==> config.mk <==
export PLATFORM = sky130hd
export DESIGN_NAME = change_dispenser
export DESIGN_NICKNAME = d
export VERILOG_FILES = /design/src/rtl/vend_pkg.sv /design/src/rtl/cd_timeout_timer.sv /design/src/rtl/change_dispenser.sv
export SDC_FILE = /design/constraint.sdc
export NUM_CORES = 1
export LEC_CHECK = 0
export CORE_UTILIZATION = 45
export CTS_BUF_LIST = sky130_fd_sc_hd__clkbuf_4
export DETAILED_ROUTE_END_ITERATION = 10
export MAX_ROUTING_LAYER = met4
export PLACE_DENSITY_LB_ADDON = 0.2
export SETUP_SLACK_MARGIN = 0.3
export SLEW_MARGIN = 20
export SYNTH_ARGS = -nofsm -noshare
export SYNTH_HDL_FRONTEND = slang
export SYNTH_SLANG_ARGS = --single-unit
export TNS_END_PERCENT = 1
==> constraint.sdc <==
create_clock -name clk -period 1.8 [get_ports clk]
set_input_delay 0.27 -clock clk [delete_from_list [all_inputs] [get_ports clk]]
set_output_delay 0.27 -clock clk [all_outputs]
set_load 0.05 [all_outputs]
==> src/rtl/vend_pkg.sv <==
// Shared vending definitions: change-dispenser state encoding, coin values, fault codes.
package vend_pkg;

   typedef enum logic [2:0] {
      S_IDLE,
      S_SELECT,
      S_EJECT,
      S_WAIT,
      S_DONE,
      S_FAULT
   } cd_state_t;

   // coin values in units of 5
   localparam int COIN5_UNITS  = 1;
   localparam int COIN10_UNITS = 2;

   // fault_code values
   localparam logic FC_JAM   = 1'b0;
   localparam logic FC_SHORT = 1'b1;

endpackage

==> src/rtl/cd_timeout_timer.sv <==
// Clear/enable cycle counter; 'expired' flags that the count has reached TIMEOUT-1.
module cd_timeout_timer #(
   parameter int TIMEOUT = 15
) (
   input  logic clk,
   input  logic rst,
   input  logic clr,
   input  logic en,
   output logic expired
);

   localparam int W = (TIMEOUT > 1) ? $clog2(TIMEOUT) : 1;
   localparam logic [W-1:0] LAST = W'(TIMEOUT - 1);

   logic [W-1:0] count;

   assign expired = (count == LAST);

   // count while enabled; clear has priority; hold at the terminal value
   always_ff @(posedge clk or posedge rst) begin
      if (rst)
         count <= '0;
      else if (clr)
         count <= '0;
      else if (en && !expired)
         count <= count + W'(1);
   end

endmodule

==> src/rtl/change_dispenser.sv <==
// Change dispenser: pays an owed amount through 10- and 5-unit hoppers one coin at a
// time, waiting for the hopper coin sensor after each eject. Reports done, jam or short.
module change_dispenser
   import vend_pkg::*;
#(
   parameter int AMT_W   = 4,
   parameter int TIMEOUT = 15
) (
   input  logic             clk,
   input  logic             rst,
   input  logic             req,
   input  logic [AMT_W-1:0] amount,
   input  logic             empty10,
   input  logic             empty5,
   input  logic             coin_sense,
   output logic             eject10,
   output logic             eject5,
   output logic             busy,
   output logic             done,
   output logic             fault,
   output logic             fault_code
);

   localparam logic [AMT_W-1:0] U10 = AMT_W'(COIN10_UNITS);
   localparam logic [AMT_W-1:0] U5  = AMT_W'(COIN5_UNITS);

   cd_state_t        state;
   logic [AMT_W-1:0] remaining;
   logic             coin10;     // coin in flight is a 10-unit coin
   logic             expired;

   // timer restarts on each eject and runs only while waiting for the sensor
   cd_timeout_timer #(.TIMEOUT(TIMEOUT)) u_timer (
      .clk     (clk),
      .rst     (rst),
      .clr     (state == S_EJECT),
      .en      (state == S_WAIT),
      .expired (expired)
   );

   // payout FSM; every output is registered alongside the state it belongs to
   always_ff @(posedge clk or posedge rst) begin
      if (rst) begin
         state      <= S_IDLE;
         remaining  <= '0;
         coin10     <= 1'b0;
         eject10    <= 1'b0;
         eject5     <= 1'b0;
         busy       <= 1'b0;
         done       <= 1'b0;
         fault      <= 1'b0;
         fault_code <= 1'b0;
      end else begin
         eject10 <= 1'b0;
         eject5  <= 1'b0;
         done    <= 1'b0;
         case (state)
            S_IDLE: begin
               if (req) begin
                  remaining  <= amount;
                  coin10     <= 1'b0;
                  fault      <= 1'b0;
                  fault_code <= 1'b0;
                  busy       <= 1'b1;
                  state      <= S_SELECT;
               end
            end
            S_SELECT: begin
               // largest coin first, but never a 10 when only 5 is owed
               if (remaining == '0) begin
                  done  <= 1'b1;
                  state <= S_DONE;
               end else if (remaining >= U10 && !empty10) begin
                  coin10  <= 1'b1;
                  eject10 <= 1'b1;
                  state   <= S_EJECT;
               end else if (!empty5) begin
                  coin10 <= 1'b0;
                  eject5 <= 1'b1;
                  state  <= S_EJECT;
               end else begin
                  fault      <= 1'b1;
                  fault_code <= FC_SHORT;
                  state      <= S_FAULT;
               end
            end
            S_EJECT: state <= S_WAIT;
            S_WAIT: begin
               // a coin arriving on the timeout cycle still counts
               if (coin_sense) begin
                  remaining <= remaining - (coin10 ? U10 : U5);
                  state     <= S_SELECT;
               end else if (expired) begin
                  fault      <= 1'b1;
                  fault_code <= FC_JAM;
                  state      <= S_FAULT;
               end
            end
            S_DONE: begin
               busy  <= 1'b0;
               state <= S_IDLE;
            end
            S_FAULT: begin
               busy  <= 1'b0;
               state <= S_IDLE;
            end
            default: state <= S_IDLE;
         endcase
      end
   end

endmodule

# ---- Word level (Yosys, flattened, before mapping)
# Index checks and enable logic that the tools add are counted.
dict set report op_classes {
  n_mux 38
  n_lt_le_gt_ge 1
  eq_ne 15
  n_addsub 2
  n_reduce_logical 17
}
# cell n
set ops {}
lappend ops {{$mux W1} 21}
lappend ops {{$mux W3} 6}
lappend ops {{$mux W4} 4}
lappend ops {{$ne A2 B2 Y1 const B} 7}
lappend ops {{$pmux W3 S4} 1}
lappend ops {{$pmux W4 S2} 1}
lappend ops {{$reduce_bool A2 Y1} 4}
lappend ops {{$reduce_and A7 Y1} 1}
lappend ops {{$eq A3 B2 Y1 const B} 2}
lappend ops {{$eq A3 B3 Y1 const B} 2}
lappend ops {{$ne A3 B3 Y1 const B} 2}
lappend ops {{$pmux W1 S3} 2}
lappend ops {{$add A4 B1 Y4 const B} 1}
lappend ops {{$eq A4 B4 Y1 const B} 1}
lappend ops {{$ge A4 B2 Y1 const B} 1}
lappend ops {{$logic_not A4 Y1} 1}
lappend ops {{$pmux W1 S2} 2}
lappend ops {{$reduce_and A2 Y1} 2}
lappend ops {{$reduce_and A4 Y1} 1}
lappend ops {{$sub A4 B2 Y4} 1}
lappend ops {{$eq A3 B1 Y1 const B} 1}
lappend ops {{$logic_not A3 Y1} 1}
lappend ops {{$reduce_and A3 Y1} 1}
lappend ops {{$reduce_bool A3 Y1} 1}
lappend ops {{4 further kinds} 6}
dict set report totals {
  elab_cells 83
  reg_bits 18
  out_inout_bits 6
}

# ---- Depth between registers and ports, before layout
# Gate-level depths: netlist of run 1.
dict set report logic_depth {
  word_depth 5
  ltp_mapped 6
  depth_no_buf 6
}

# ---- By module
# A second synthesis of run 1 with hierarchy kept.
dict set report unflattened {
  cells_unflattened 107
  hier_area_um2 1052.3
}
# mod cells_each n_inst area_per_inst_um2
set modules_own_cells {}
lappend modules_own_cells {change_dispenser 84 1 837.1}
lappend modules_own_cells {cd_timeout_timer 23 1 215.2}

# ---- Worst setup path before layout of run 1
# OpenSTA, ideal clock, no wires.
dict set report synth_timing {
  path_type {register -> register}
  from {register remaining[2]}
  to {register fault}
  arrival_time_ns 1.428
  slack_ns 0.251
  setup_time_ns 0.122
  n_path_buf 0
  path_stages_with_launch 5
  required_ns 1.678
  path_cell_list {dfrtp_1 > nor3_2 > mux2_4 > o221a_1 > o22a_1}
}
dict set report synth_via {
  elab_chain_len 4
}
# item line_no
set synth_rtl {}
lappend synth_rtl {{from (decl)} change_dispenser.sv:28} ;# logic [AMT_W-1:0] remaining;
lappend synth_rtl {{from (signal assigned)} change_dispenser.sv:60} ;# remaining <= amount;
lappend synth_rtl {{from (signal assigned)} change_dispenser.sv:91} ;# remaining <= remaining - (coin10 ? U10 : U5);
lappend synth_rtl {{$ge A4 B2 Y1} change_dispenser.sv:73} ;# end else if (remaining >= U10 && !empty10) begin
lappend synth_rtl {{$logic_and A1 B1 Y1} change_dispenser.sv:73}
lappend synth_rtl {{$ne A2 B2 Y1 (no source line)} --}
lappend synth_rtl {{$reduce_and A7 Y1 (no source line) (*)} --}
lappend synth_rtl {{to (signal assigned)} change_dispenser.sv:62} ;# fault <= 1'b0;
lappend synth_rtl {{to (signal assigned)} change_dispenser.sv:82} ;# fault <= 1'b1;
lappend synth_rtl {{to (signal assigned)} change_dispenser.sv:94} ;# fault <= 1'b1;
lappend synth_rtl {{to (decl)} change_dispenser.sv:20} ;# output logic fault,
# Every way passes the cells marked *; elsewhere a longest branch is shown, timed or not.
# A chain may end at the register's enable or synchronous reset.

# ---- Final worst setup path of run 1
dict set report layout_timing {
  from {register fault_code}
  to {output port fault_code}
}
# item line_no
set layout_rtl {}
lappend layout_rtl {{from (decl)} change_dispenser.sv:21} ;# output logic fault_code
lappend layout_rtl {{from (signal assigned)} change_dispenser.sv:52} ;# fault_code <= 1'b0;
lappend layout_rtl {{from (signal assigned)} change_dispenser.sv:63} ;# fault_code <= 1'b0;
lappend layout_rtl {{from (signal assigned)} change_dispenser.sv:83} ;# fault_code <= FC_SHORT;
# No word-level cell between the ends.

==> flow_metrics.env, run 1 <==
export IMPL_vias=844
export IMPL_crit_slowest_cell="clkdlybuf4s50_1"
export IMPL_syn_avg_cell_area_sq_um=10.1
export IMPL_syn_num_nets=119
export IMPL_status="finished, final reports clean"
export IMPL_fmax_mhz=585
export IMPL_holdWs_ps=288
export IMPL_worst_pin_slew_ps=496
export IMPL_wl_um=2070
export IMPL_grt_pass1_wl_um=3580
export IMPL_synth_edff_count=0
export IMPL_setup_viol=0
export IMPL_fp_dieArea_sq_mm=0.00252
export IMPL_finalMaxSlewViolations=0
export IMPL_cts_tree="built"
export IMPL_setup_tns_ps=0
export IMPL_synth_flop_cell="dfrtp_1"
export IMPL_clock_path_buffers=2
export IMPL_syn_area_sq_mm=0.00105
export IMPL_grt_use_total_pct=19.6
export IMPL_hold_class="input pin to asynchronous set/reset pin"
export IMPL_critPathCaptureType="output port"
export IMPL_ctsRootBufferMaster="clkbuf_4"
export IMPL_path_cells="clkdlybuf4s50_1"
export IMPL_grt_pass1_vias=816
export IMPL_synthDistinctLibCells=43
export IMPL_startpoint_type="flop"
export IMPL_cp_arrival_ps=1440
export IMPL_initial_core_util_pct=47.7
export IMPL_dp_slack_ps=-77.0
export IMPL_drtIter0Drc=19
export IMPL_final_cell_mix="18 x dfrtp_1, 13 x clkdlybuf4s50_1, 9 x inv_1, 8 x nor2_1, 7 x nand3_1"
export IMPL_clk_pin_slew_worst_paths_ps=110
export IMPL_hold_viol=0
export IMPL_rsz0062_at_grt="true"
export IMPL_dr_pass1_iters=4
export IMPL_worst_path_buf_inv=1
export IMPL_cpPeakStageDelay_ps=800
export IMPL_max_slew_margin_pct=66.8
export IMPL_core_sq_mm=0.00219
export IMPL_p_leak_nw=0.589
export IMPL_synth_top_area_share_pct=43.1
export IMPL_numCtsBuffers=3
export IMPL_powerDensity_mw_per_mm2=1630
export IMPL_synth_area_leaders="dfrtp_1 43%, ha_1 4.8%, nand3_1 3.3%"
export IMPL_cp_required_ps=1530
export IMPL_crit_fanout=2
export IMPL_final_common_cell="dfrtp_1"
export IMPL_clock_skew_ps=6.76
export IMPL_dieHeight_um=50.2
export IMPL_area_growth_pct=23.4
export IMPL_drc=0
export IMPL_wire_per_inst_um=13.5
export IMPL_min_period_over_period_pct=94.9
export IMPL_post_cts_setup_buffer_count=0
export IMPL_io_buffers=15
export IMPL_fin_ws_ps=91.2
export IMPL_period_needed_ps=1710
export IMPL_ff2ff_setup_slack_ps=150
export IMPL_antenna_cells=0
export IMPL_timing_rr_start="remaining[0]"
export IMPL_cts_sinks=18
export IMPL_clkLatencyLatePin_ps=290
export IMPL_antenna_found_initial=0
export IMPL_hpwlAfterDp_um=1590
export IMPL_routed_via_density=5.52
export IMPL_ys_seq_area_share_pct=43.1
export IMPL_ant_nets=0
export IMPL_rows=17
export IMPL_ir_drop_mv=1.32
export IMPL_ys_ff_latch=18
export IMPL_htreeDepth=1
export IMPL_r2r_end="remaining[1]"
export IMPL_yosysTopAreaCell="dfrtp_1"
export IMPL_grt_max_degree=19
export IMPL_path_class="flop to output port"
export IMPL_reg2reg_depth=5
export IMPL_io_pins=16
export IMPL_gp_congestion=0.807
export IMPL_cpLargestDelayFamily="buffers and inverters"
export IMPL_fin_nets=141
export IMPL_drv_cap=0
export IMPL_async_flop_share_pct=100
export IMPL_die_x_um=50.2
export IMPL_netlist_instances=104
export IMPL_drive_gt1_share_pct=16.8
export IMPL_grt_overflow_total=0
export IMPL_yosys_warnings=0
==> cells by family (layout without fill, tap and decap cells) <==
kind of cell | after synthesis | count (layout) | share of synthesized area [%]
AO/OA/AOI/OAI | 25 | 25 | 18.9
XOR/XNOR | 2 | 2 | 1.67
adder cells (fa/ha/maj) | 5 | 5 | 6.70
buffers and inverters | 13 | 34 | 5.26
flip-flops | 18 | 18 | 43.1
multiplexers | 3 | 3 | 3.59
AND/OR/NAND/NOR | 38 | 38 | 20.8
==> final cells by class <==
cell class | instances | area [sq um]
fill | 195 | 900
multi-input combinational | 73 | 549
sequential | 18 | 450
timing repair buffer | 21 | 196
tap | 28 | 35.0
inverter | 9 | 33.8
clock buffer | 3 | 22.5
clock inverter | 1 | 3.75
==> routing by layer <==
layer | part of all wire (%) | GRT usage (%)
met1 | 45 | 24.3
met2 | 49 | 31.3
met3 | 4.4 | 3.03
met4 | 0.82 | 8.57
met5 | 0 | -
==> state kept, by name, indices dropped and copies added (netlist names) <==
name	flops
eject5	1
busy	1
done	1
state	3
fault	1
eject10	1
remaining	4
fault_code	1
u_timer.count	4
coin10	1
==> worst max-delay path by stage <==
stage / startpoint / endpoint / slack [ps] / cells after the start
floorplan: coin10 / remaining[1] / 280 / 5
global placement: req / remaining[1] / -9 / 4
detailed placement: req / remaining[1] / -80 / 4
CTS: busy / busy / 70 / 1
global route: fault_code / fault_code / 50 / 1
finish: fault_code / fault_code / 90 / 1
==> cell usage after synthesis, types with 2 or more instances <==
| cell | number |
|---|---|
| dfrtp_1 | 18 |
| inv_1 | 9 |
| nor2_1 | 8 |
| nand3_1 | 7 |
| nand2_1 | 6 |
| ha_1 | 4 |
| o21ai_0 | 4 |
| o21ai_1 | 3 |
| a21oi_1 | 2 |
| a22o_1 | 2 |
| and2_1 | 2 |
| buf_2 | 2 |
| mux2_2 | 2 |
| nor2b_1 | 2 |
| nor3_1 | 2 |
| nor3_2 | 2 |
| or3b_4 | 2 |
| xor2_1 | 2 |
==> metrics by stage <==
stage,cells,power [mW],util [%],area (sq um)
6_report,153,2.11,58.9,1290
5_1_grt,153,2.29,58.9,1290
4_1_cts,153,2.14,58.8,1290
3_5_place_dp,149,1.93,57.7,1260
3_3_place_gp,149,1.90,57.7,1260
2_1_floorplan,104,1.59,-,1050
==> report_power, final <==
part / leakage [nW] / internal (mW) / switching [mW]
Clock: 0.0154 / 0.0805 / 0.124
Combinational: 0.346 / 0.522 / 0.668
Sequential: 0.228 / 0.562 / 0.155
Total: 0.589 / 1.16 / 0.947
==> timing repair <==
action	in CTS	in global routing
setup endpoints to repair	13	18
cloned	0	0
hold buffers	0	0
resized for setup	1	1
Note: power is estimated with default switching activity, not from simulation.
==> run 2: changes to the inputs <==
--- a/config.mk
+++ b/config.mk
@@ -11,6 +11,7 @@
 export MAX_ROUTING_LAYER = met4
 export PLACE_DENSITY_LB_ADDON = 0.2
 export SETUP_SLACK_MARGIN = 0.3
+export SKIP_LAST_GASP = 1
 export SLEW_MARGIN = 20
 export SYNTH_ARGS = -nofsm -noshare
 export SYNTH_HDL_FRONTEND = slang
==> results of run 2 <==
Final layout, timing and power as in run 1 (identical DEF).
==> run 3: changes to the inputs <==
--- a/config.mk
+++ b/config.mk
@@ -7,6 +7,7 @@
 export LEC_CHECK = 0
 export CORE_UTILIZATION = 45
 export CTS_BUF_LIST = sky130_fd_sc_hd__clkbuf_4
+export CTS_CLUSTER_DIAMETER = 40
 export DETAILED_ROUTE_END_ITERATION = 10
 export MAX_ROUTING_LAYER = met4
 export PLACE_DENSITY_LB_ADDON = 0.2
==> results of run 3 <==
Final layout, timing and power as in run 1 (identical DEF).
